## src/rtl/fifo_reader.sv

```systemverilog
// Read-side controller for a show-ahead FIFO: a 2-entry skid buffer feeding a valid/ready consumer.
// Optional accepted-word counter enabled by defining FIFO_READER_CNT_EN.
module fifo_reader #(
    parameter int BW   = 4,
    parameter int CNTW = 8
) (
    input  logic            clk,
    input  logic            reset,
    input  logic            rd_enable,
    input  logic            flush,
    input  logic            fifo_empty,
    input  logic [BW-1:0]   fifo_data_out,
    output logic            fifo_rd,
    output logic            out_valid,
    output logic [BW-1:0]   out_data,
    input  logic            out_ready,
    output logic            busy,
    output logic [CNTW-1:0] word_count
);

    // The state encoding doubles as the skid-buffer occupancy.
    typedef enum logic [1:0] {
        IDLE = 2'd0,
        RUN  = 2'd1,
        FULL = 2'd2
    } state_t;

    state_t        state_reg;
    state_t        state_next;
    logic [BW-1:0] entry_reg  [2];
    logic [BW-1:0] entry_next [2];
    logic          pop;

    always_comb begin
        fifo_rd   = ~reset & rd_enable & ~flush & ~fifo_empty & (state_reg != FULL);
        out_valid = ~reset & ~flush & (state_reg != IDLE);
        pop       = out_valid & out_ready;
        busy      = ~reset & ((state_reg != IDLE) | fifo_rd);
        out_data  = entry_reg[0];
    end

    always_comb begin
        state_next    = state_reg;
        entry_next[0] = entry_reg[0];
        entry_next[1] = entry_reg[1];
        if (flush) begin
            state_next = IDLE;
        end else begin
            case (state_reg)
                IDLE: begin
                    if (fifo_rd) begin
                        state_next    = RUN;
                        entry_next[0] = fifo_data_out;
                    end
                end
                RUN: begin
                    // A simultaneous read and pop replaces the head and keeps one word buffered.
                    if (fifo_rd && pop) begin
                        entry_next[0] = fifo_data_out;
                    end else if (fifo_rd) begin
                        state_next    = FULL;
                        entry_next[1] = fifo_data_out;
                    end else if (pop) begin
                        state_next = IDLE;
                    end
                end
                FULL: begin
                    if (pop) begin
                        state_next    = RUN;
                        entry_next[0] = entry_reg[1];
                    end
                end
                default: state_next = IDLE;
            endcase
        end
    end

    always_ff @(posedge clk) begin
        if (reset) begin
            state_reg    <= IDLE;
            entry_reg[0] <= '0;
            entry_reg[1] <= '0;
        end else begin
            state_reg    <= state_next;
            entry_reg[0] <= entry_next[0];
            entry_reg[1] <= entry_next[1];
        end
    end

`ifdef FIFO_READER_CNT_EN
    logic [CNTW-1:0] count_reg;

    // Saturating count of accepted words; only reset clears it.
    always_ff @(posedge clk) begin
        if (reset) begin
            count_reg <= '0;
        end else if (pop && (count_reg != {CNTW{1'b1}})) begin
            count_reg <= count_reg + {{(CNTW-1){1'b0}}, 1'b1};
        end
    end

    assign word_count = count_reg;
`else
    assign word_count = '0;
`endif

endmodule

```

## config.mk

```make
export PLATFORM = sky130hd
export DESIGN_NAME = fifo_reader
export DESIGN_NICKNAME = d
export VERILOG_FILES = /design/src/rtl/fifo_reader.sv
export SDC_FILE = /design/constraint.sdc
export NUM_CORES = 1
export LEC_CHECK = 0
export BUFFER_PORTS_ARGS = -buffer_cell sky130_fd_sc_hd__buf_4
export CAP_MARGIN = 30
export CORE_AREA = 2 2 42 44
export CTS_CLUSTER_SIZE = 12
export DETAILED_ROUTE_END_ITERATION = 16
export DIE_AREA = 0 0 44 46
export PLACE_DENSITY = 0.71
export SYNTH_ARGS = -nofsm -noshare
export SYNTH_HDL_FRONTEND = slang
export SYNTH_SLANG_ARGS = --single-unit
```

## constraint.sdc

```tcl
create_clock -name clk -period 1.3 [get_ports clk]
set_input_delay 0.39 -clock clk [delete_from_list [all_inputs] [get_ports clk]]
set_output_delay 0.39 -clock clk [all_outputs]
set_load 0.01 [all_outputs]
```

Yosys cells after proc, flatten, opt, wreduce, memory -nomap -nowiden --
Memories as Yosys holds them, arrays and structs flattened. Cells that the tools add are included.
Storage, ports and cells: register bits 2, memory bits (writable) 8, output and inout port bits 15, memories 1
Operators by class: eq/ne operators 7, muxes and demuxes 19, bitwise logic cells 14, reduce and logical (&&, ||, !) cells 5
Memories:
- entry_reg | words 2, width 4, rd ports 2, clocked after memory_dff 0, wr ports 2, line 30 | logic [BW-1:0] entry_reg [2];
Operator list (count):
- $mux 4 | 8
- $pmux 4 s3 | 1
- $mux 2 | 5
- $and 1x1->1 | 8
- $mux 8 | 1
- $ne 2x2->1 const B | 4
- $pmux 2 s3 | 1
- $reduce_and 4->1 | 1
- $mux 1 | 3
- $ne 3x3->1 const B | 1
- $not 1->1 | 3
- $or 1x1->1 | 3
- $eq 2x1->1 const B | 1
- $eq 2x2->1 const B | 1
- $logic_not 2->1 | 1
- $reduce_bool 2->1 | 1
- $reduce_or 2->1 | 1
- $logic_and 1x1->1 | 1

Depth between registers and ports, before layout --
Gate-level depths: netlist of the first run.
word-level depth 10, depth in mapped cells 5

Least setup slack after synthesis of the first run --
Ideal clock, no wire load.
path type flip-flop to output port, from register state_reg[1], to output port fifo_rd, data arrival time 1036 ps, required time 910 ps, slack -126 ps, cell stages (with the launch flop) 4, buffers on the path 1, cell sequence dfxtp_1 nor2b_1 buf_4 nor4_1
Between the ends: longest elaborated chain between the ends 2
Ends and longest elaborated chain:
- start: declaration | line 28 | state_t state_reg;
- start signal: assignment | line 84 | state_reg <= state_next;
- $ne 2x2->1 | line 35 | fifo_rd = ~reset & rd_enable & ~flush & ~fifo_empty & (state_reg != FULL);
- $and 1x1->1 | line 35
- end: declaration | line 13 | output logic fifo_rd,
No other way between the ends.

Worst setup path after layout of the first run --
from register state_reg[0], to output port busy
Between the ends: longest elaborated chain between the ends 4, elaborated cells between the ends (all ways) 5, classes of those cells eq/ne: 1; bitwise: 3; reduce/logical: 1
Ends and longest elaborated chain:
- $ne 2x2->1 | line 35
- $and 1x1->1 | line 35
- $or 1x1->1 (*) | line 38 | busy = ~reset & ((state_reg != IDLE) | fifo_rd);
- $and 1x1->1 (*) | line 38
- end: declaration | line 17 | output logic busy,
Every way passes the cells marked *; elsewhere a longest branch is shown, timed or not.

==> impl_metrics.yaml, run 1 <==
route:
  ant_nets: 0
  via_per_inst: 4.88
  drc: 0
  drtPass1Iterations: 4
  wl_um: 1410
  drtIter0Drc: 21
  vias: 590
  wl_per_cell_um: 11.7
yosys:
  syn_area_per_cell_um2: 8.48
  ys_ff_latch: 10
  yosysWarningCount: 0
  synthDistinctLibCells: 22
  ys_seq_area_frac: 0.323
  syn_area_um2: 619
  netlist_instances: 73
die:
  core_area_um2: 1610
  die_h_um: 46
  initial_core_util: 0.384
  die-width_um: 44
  rows: 15
  fp.dieArea_um2: 2020
  io_pins: 25
clocking:
  cts_buffers: 3
  insertion_delay_ns: 0.26
  htreeDepth: 1
  cts-root-buf: "clkbuf_4"
  cts.path.max_buffers: 2
  cts_num_sinks: 10
  cts_tree: "yes"
  path_clk_slew_ns: 0.06
finish:
  fin_nets: 116
  layout_common_cells: "29 x buf_4, 8 x nand2_1, 8 x conb_1, 8 x dfxtp_1, 6 x buf_6"
  largest_reg_flops: 8
  area_delta_synth_final_pct: 52.7
  mostFrequentLayoutCell: "buf_4"
  n_antenna_cell: 0
  postLayoutCellArea_um2: 946
  layout.cells.non_filler: 121
  fillers: 154
  drive_gt1_frac: 0.500
place:
  place_ws_ns: -0.179
  placed_cells: 115
  gp_congestion: 0.732
  io_buffers: 16
  place_area_um2: 820
  dp_hpwl_um: 957
worst_setup_path:
  end_kind: "primary output"
  cp_slowest_stage_delay_ns: 0.36
  crit_fanout: 4
  cp.arrival_ns: 1.07
  r2r_slack_ns: -0.07
  reg2reg_from: "state_reg[0]$_SDFFE_PP0P_"
  path_class: "flop to primary output"
  path_cells: "buf_6, nor3_2, nor2_1, buf_4"
  r2r_end: "entry_reg[0][3]$_SDFFE_PP0P_"
  start_kind: "flop"
  critPathSlowestCell: "dfxtp_4"
  required_ns: 0.91
  r2r_cells: 6
min_path:
  hold_depth: 3
  min_to: "entry_reg[0][5]$_SDFFE_PP0P_"
  min_path_type: "input port to flop"
  min-delay-start: "fifo_data_out[1]"
grt:
  grt_pass1_wl_um: 2050
  use_met2: 0.253
  grt_overflow: 0
  grt_antenna_before_repair: 0
  grt_max_degree: 10
  grtUsageTotal: 0.144
  top_usage_layer: "met2"
  grt_pass1_vias: 508
  grtUsageMet1: 0.154
  grt_use_met3: 0.0357
pwr:
  pwr-share-seq: 0.473
  power.leakage_nw: 0.459
  p_total_mw: 0.663
  p_comb_frac: 0.212
  p_int_mw: 0.490
  p_clk_frac: 0.316
  peakVddDrop_uv: 397
  p_sw_frac: 0.260
  power.net_switching_mw: 0.172
  power-per-cell-area_nw_per_um2: 701
sta:
  drv_slew: 0
  setup-tns-final_ns: -0.694
  clock_skew_ns: 0.000729
  period_minus_slack_ns: 1.46
  rsz0062_at_grt: "true"
  period_share: 1.12
  max_freq_ghz: 0.686
  fin_ws_ns: -0.158
  setup_viol: 9
  hold_violations: 0
run:
  max-cap-violations: 0
outcome:
  outcome: "finished, violations left"
  violations: "setup timing"
## stage by stage
step / hold slack (ns) / util
floorplan: 0.448 / -
global placement: 0.457 / 0.508
detailed placement: 0.463 / 0.508
CTS: 0.372 / 0.564
global route: 0.377 / 0.586
finish: 0.372 / 0.586
## timing repair
item,CTS,global route
resized for setup,15,6
setup buffers,2,1
pin swaps,6,4
endpoints found under the hold margin,0,0
setup endpoints to repair,11,12
hold buffers,0,0
## cell families (layout without fill, tap and decap cells)
kind of cell,Yosys count,in the layout,synth area share
mux,5,5,0.0808
buf+inv,14,38,0.166
other cells,1,8,0.00605
flops,10,10,0.323
compound gates,12,12,0.127
simple gates,31,31,0.297
## power by group through the flow
| stage | combinational [mW] | clock, mW | sequential [mW] |
|---|---|---|---|
| floorplan | 0.0710 | 0 | 0.320 |
| global placement | 0.114 | 0 | 0.320 |
| detailed placement | 0.115 | 0 | 0.320 |
| CTS | 0.130 | 0.219 | 0.313 |
| global route | 0.152 | 0.235 | 0.313 |
| finish | 0.140 | 0.209 | 0.313 |
## worst max-delay path: cells and delay by family, from the launching register on
kind	cells	cell delay, ns
DFF	1	0.36
buffers and inverters	2	0.25
and+or+nand+nor	2	0.18
## layer usage
layer  share of wire  wire, um
met2            0.53       750
met3           0.045        63
met1            0.41       575
met4           0.013        19
met5               0         0
## synthesized netlist by cell type
library cell	instances	share of area
a21oi_1	6	0.048
nand3_1	5	0.040
nand2_1	8	0.048
conb_1	1	0.0061
nand3_4	1	0.028
buf_4	13	0.16
nor2_1	6	0.036
nand3b_4	1	0.032
mux2i_1	5	0.081
nor2b_1	2	0.020
or2b_1	1	0.012
nor2_2	1	0.010
nor3_1	1	0.0081
nand2b_1	1	0.010
and2_1	1	0.010
nor4_1	2	0.020
o21a_1	1	0.012
nor3b_2	1	0.020
a22o_1	4	0.057
buf_2	1	0.0081
o22ai_1	1	0.010
dfxtp_1	10	0.32
## layout make-up
class / instances / area [um^2] / area share
multi-input combinational: 56 / 412 / 0.435
clock buffer: 3 / 22.5 / 0.0238
timing repair buffer: 35 / 285 / 0.302
tap: 17 / 21.3 / 0.0225
sequential: 10 / 205 / 0.217
## worst max-delay path by stage
stage                              start    to  slack (ns)  cells after the start
3_3_place_gp                  fifo_empty  busy       -0.14                      6
5_1_grt        state_reg[0]$_SDFFE_PP0P_  busy       -0.20                      4
2_1_floorplan                 fifo_empty  busy        0.01                      4
3_5_place_dp                  fifo_empty  busy       -0.18                      6
6_report       state_reg[0]$_SDFFE_PP0P_  busy       -0.16                      4
4_1_cts        state_reg[0]$_SDFFE_PP0P_  busy       -0.19                      4
Note: power is estimated with default switching activity, not from simulation.
==> run 2, diff against run 1 <==
--- a/config.mk
+++ b/config.mk
@@ -7,11 +7,13 @@
 export LEC_CHECK = 0
 export BUFFER_PORTS_ARGS = -buffer_cell sky130_fd_sc_hd__buf_4
 export CAP_MARGIN = 30
-export CORE_AREA = 2 2 42 44
+export CELL_PAD_IN_SITES_DETAIL_PLACEMENT = 2
+export CELL_PAD_IN_SITES_GLOBAL_PLACEMENT = 2
+export CORE_AREA = 2 2 55 57
 export CTS_CLUSTER_SIZE = 12
 export DETAILED_ROUTE_END_ITERATION = 16
-export DIE_AREA = 0 0 44 46
-export PLACE_DENSITY = 0.71
+export DIE_AREA = 0 0 57 59
+export PLACE_DENSITY = 0.72
 export SYNTH_ARGS = -nofsm -noshare
 export SYNTH_HDL_FRONTEND = slang
 export SYNTH_SLANG_ARGS = --single-unit
==> run 2 against run 1 <==
- the run still ends with setup timing left
- die area up 66%
- critical path depth unchanged
- routed wire length up 41%
- register-to-register slack worse by 0.07 ns
- clock-buffer cell count up 1
- clock skew about the same
- total power up 13%
- flip-flop and latch count unchanged
- critical path type unchanged
- highest routed layer unchanged
==> impl_metrics.yaml, run 2 (same netlist as run 1, synthesis figures left out) <==
clocking:
  htreeDepth: 1
  cts_tree: "yes"
  path_clk_slew_ns: 0.06
  cts-root-buf: "clkbuf_4"
  cts_buffers: 3
  cts_num_sinks: 10
  insertion_delay_ns: 0.27
  cts.path.max_buffers: 2
finish:
  largest_reg_flops: 8
  area_delta_synth_final_pct: 60.8
  mostFrequentLayoutCell: "buf_4"
  fin_util: 0.367
  layout_common_cells: "30 x buf_4, 8 x nand2_1, 8 x conb_1, 8 x dfxtp_1"
  fin_nets: 115
  n_antenna_cell: 0
  postLayoutCellArea_um2: 996
  drive_gt1_frac: 0.567
pwr:
  power-per-cell-area_nw_per_um2: 750
  p_total_mw: 0.747
  power.leakage_nw: 0.461
  peakVddDrop_uv: 418
worst_setup_path:
  end_kind: "primary output"
  critPathCapture: "busy"
  r2r_cells: 6
  crit_start: "state_reg[0]$_SDFFE_PP0P_"
  required_ns: 0.91
  path_depth: 4
  path_cells: "buf_6, nor3_2, nor2_1, buf_4"
  critPathSlowestCell: "dfxtp_4"
  cp.arrival_ns: 1.12
  start_kind: "flop"
  r2r_slack_ns: -0.14
  path_delay_family: "flip-flops"
  crit_fanout: 4
  reg2reg_from: "state_reg[1]$_SDFFE_PP0P_"
  cp_slowest_stage_delay_ns: 0.36
  crit_buf_inv: 2
  r2r_end: "entry_reg[0][3]$_SDFFE_PP0P_"
  path_class: "flop to primary output"
place:
  gp_congestion: 0.685
  place_area_um2: 845
  io_buffers: 16
  place_ws_ns: -0.197
outcome:
  outcome: "finished, violations left"
  violations: "setup timing"
sta:
  clock_skew_ns: 0.00115
  fin_ws_ns: -0.206
  drv_slew: 0
  setup_viol: 7
  hold_violations: 0
  period_minus_slack_ns: 1.51
  period_share: 1.16
  rsz0062_at_grt: "true"
  max_freq_ghz: 0.664
  hold_slack_ns: 0.371
grt:
  grt_overflow: 0
  grt_antenna_before_repair: 0
  grt_pass1_vias: 607
  grt_max_degree: 9
  grt_pass1_wl_um: 2970
  grtUsageTotal: 0.120
route:
  drc: 0
  via_per_inst: 4.42
  vias: 597
  drtPass1Iterations: 3
  ant_nets: 0
  wl_per_cell_um: 14.7
  drtIter0Drc: 8
  wl_um: 1980
die:
  rows: 19
  fp.dieArea_um2: 3360
  initial_core_util: 0.229
  io_pins: 25
  core_area_um2: 2710
  die-width_um: 57
  die_h_um: 59
min_path:
  min_path_type: "input port to flop"
run:
  max-cap-violations: 0
-- run 2: changes by cell type in the layout (fill, tap and decap cells not counted) --
cell and change:
o22ai_2 +1, nor4_1 -1, nand3_1 -2, o22ai_1 -1, clkbuf_8 +1, buf_4 +1, nand3_2 +2, a21oi_2 +3
nor4_2 +1, buf_6 -2, a21oi_1 -3
-- run 2: report_power, final --
| group | total (mW) | internal (mW) | switching, mW |
|---|---|---|---|
| sequential | 0.313 | 0.309 | 0.00391 |
| combinational | 0.151 | 0.0741 | 0.0764 |
| clock | 0.283 | 0.171 | 0.113 |
| total | 0.747 | 0.554 | 0.193 |
-- run 2: layout make-up --
type,instances,area (um^2)
well taps,31,38.8
fillers,308,1710
repair buffers,34,270
multi-input cells,56,445
clock buffers,4,36.3
flip-flops and latches,10,205
-- run 2: metrics by stage --
step / cells / setup TNS [ns]
floorplan: 80 / 0
global placement: 130 / -1.09
detailed placement: 130 / -1.58
CTS: 134 / -1.35
global route: 135 / -1.48
finish: 135 / -0.923
-- run 2: timing repair --
action                     CTS  global route
gates cloned                 0             0
pin swaps                    1             6
resized for setup            5            20
hold buffers                 0             0
setup endpoints to repair   11            13
hold endpoints to repair     0             0
setup buffers                0             2
-- run 2: worst min-delay path by stage --
stage,from,end,slack (ns),cells past startpoint
floorplan,entry_reg[0][0]$_SDFFE_PP0P_,entry_reg[0][0]$_SDFFE_PP0P_,0.45,2
finish,fifo_data_out[2],entry_reg[0][6]$_SDFFE_PP0P_,0.37,3
detailed placement,entry_reg[0][2]$_SDFFE_PP0P_,entry_reg[0][2]$_SDFFE_PP0P_,0.47,2
global route,fifo_data_out[2],entry_reg[0][6]$_SDFFE_PP0P_,0.38,3
CTS,fifo_data_out[2],entry_reg[0][6]$_SDFFE_PP0P_,0.37,3
global placement,entry_reg[0][3]$_SDFFE_PP0P_,entry_reg[0][3]$_SDFFE_PP0P_,0.46,2
-- run 2: layer usage --
layer	wire length (um)	track usage	up-vias
li1	-	-	295
met5	0	0	-
met3	90	0.0524	4
met2	1110	0.212	14
met1	756	0.130	284
met4	26	0.0399	0
-- run 2: tightest hold or removal path: stages --
cell,delay [ns]
buf_4,0.09
mux2i_1,0.06
nor2_1,0.07
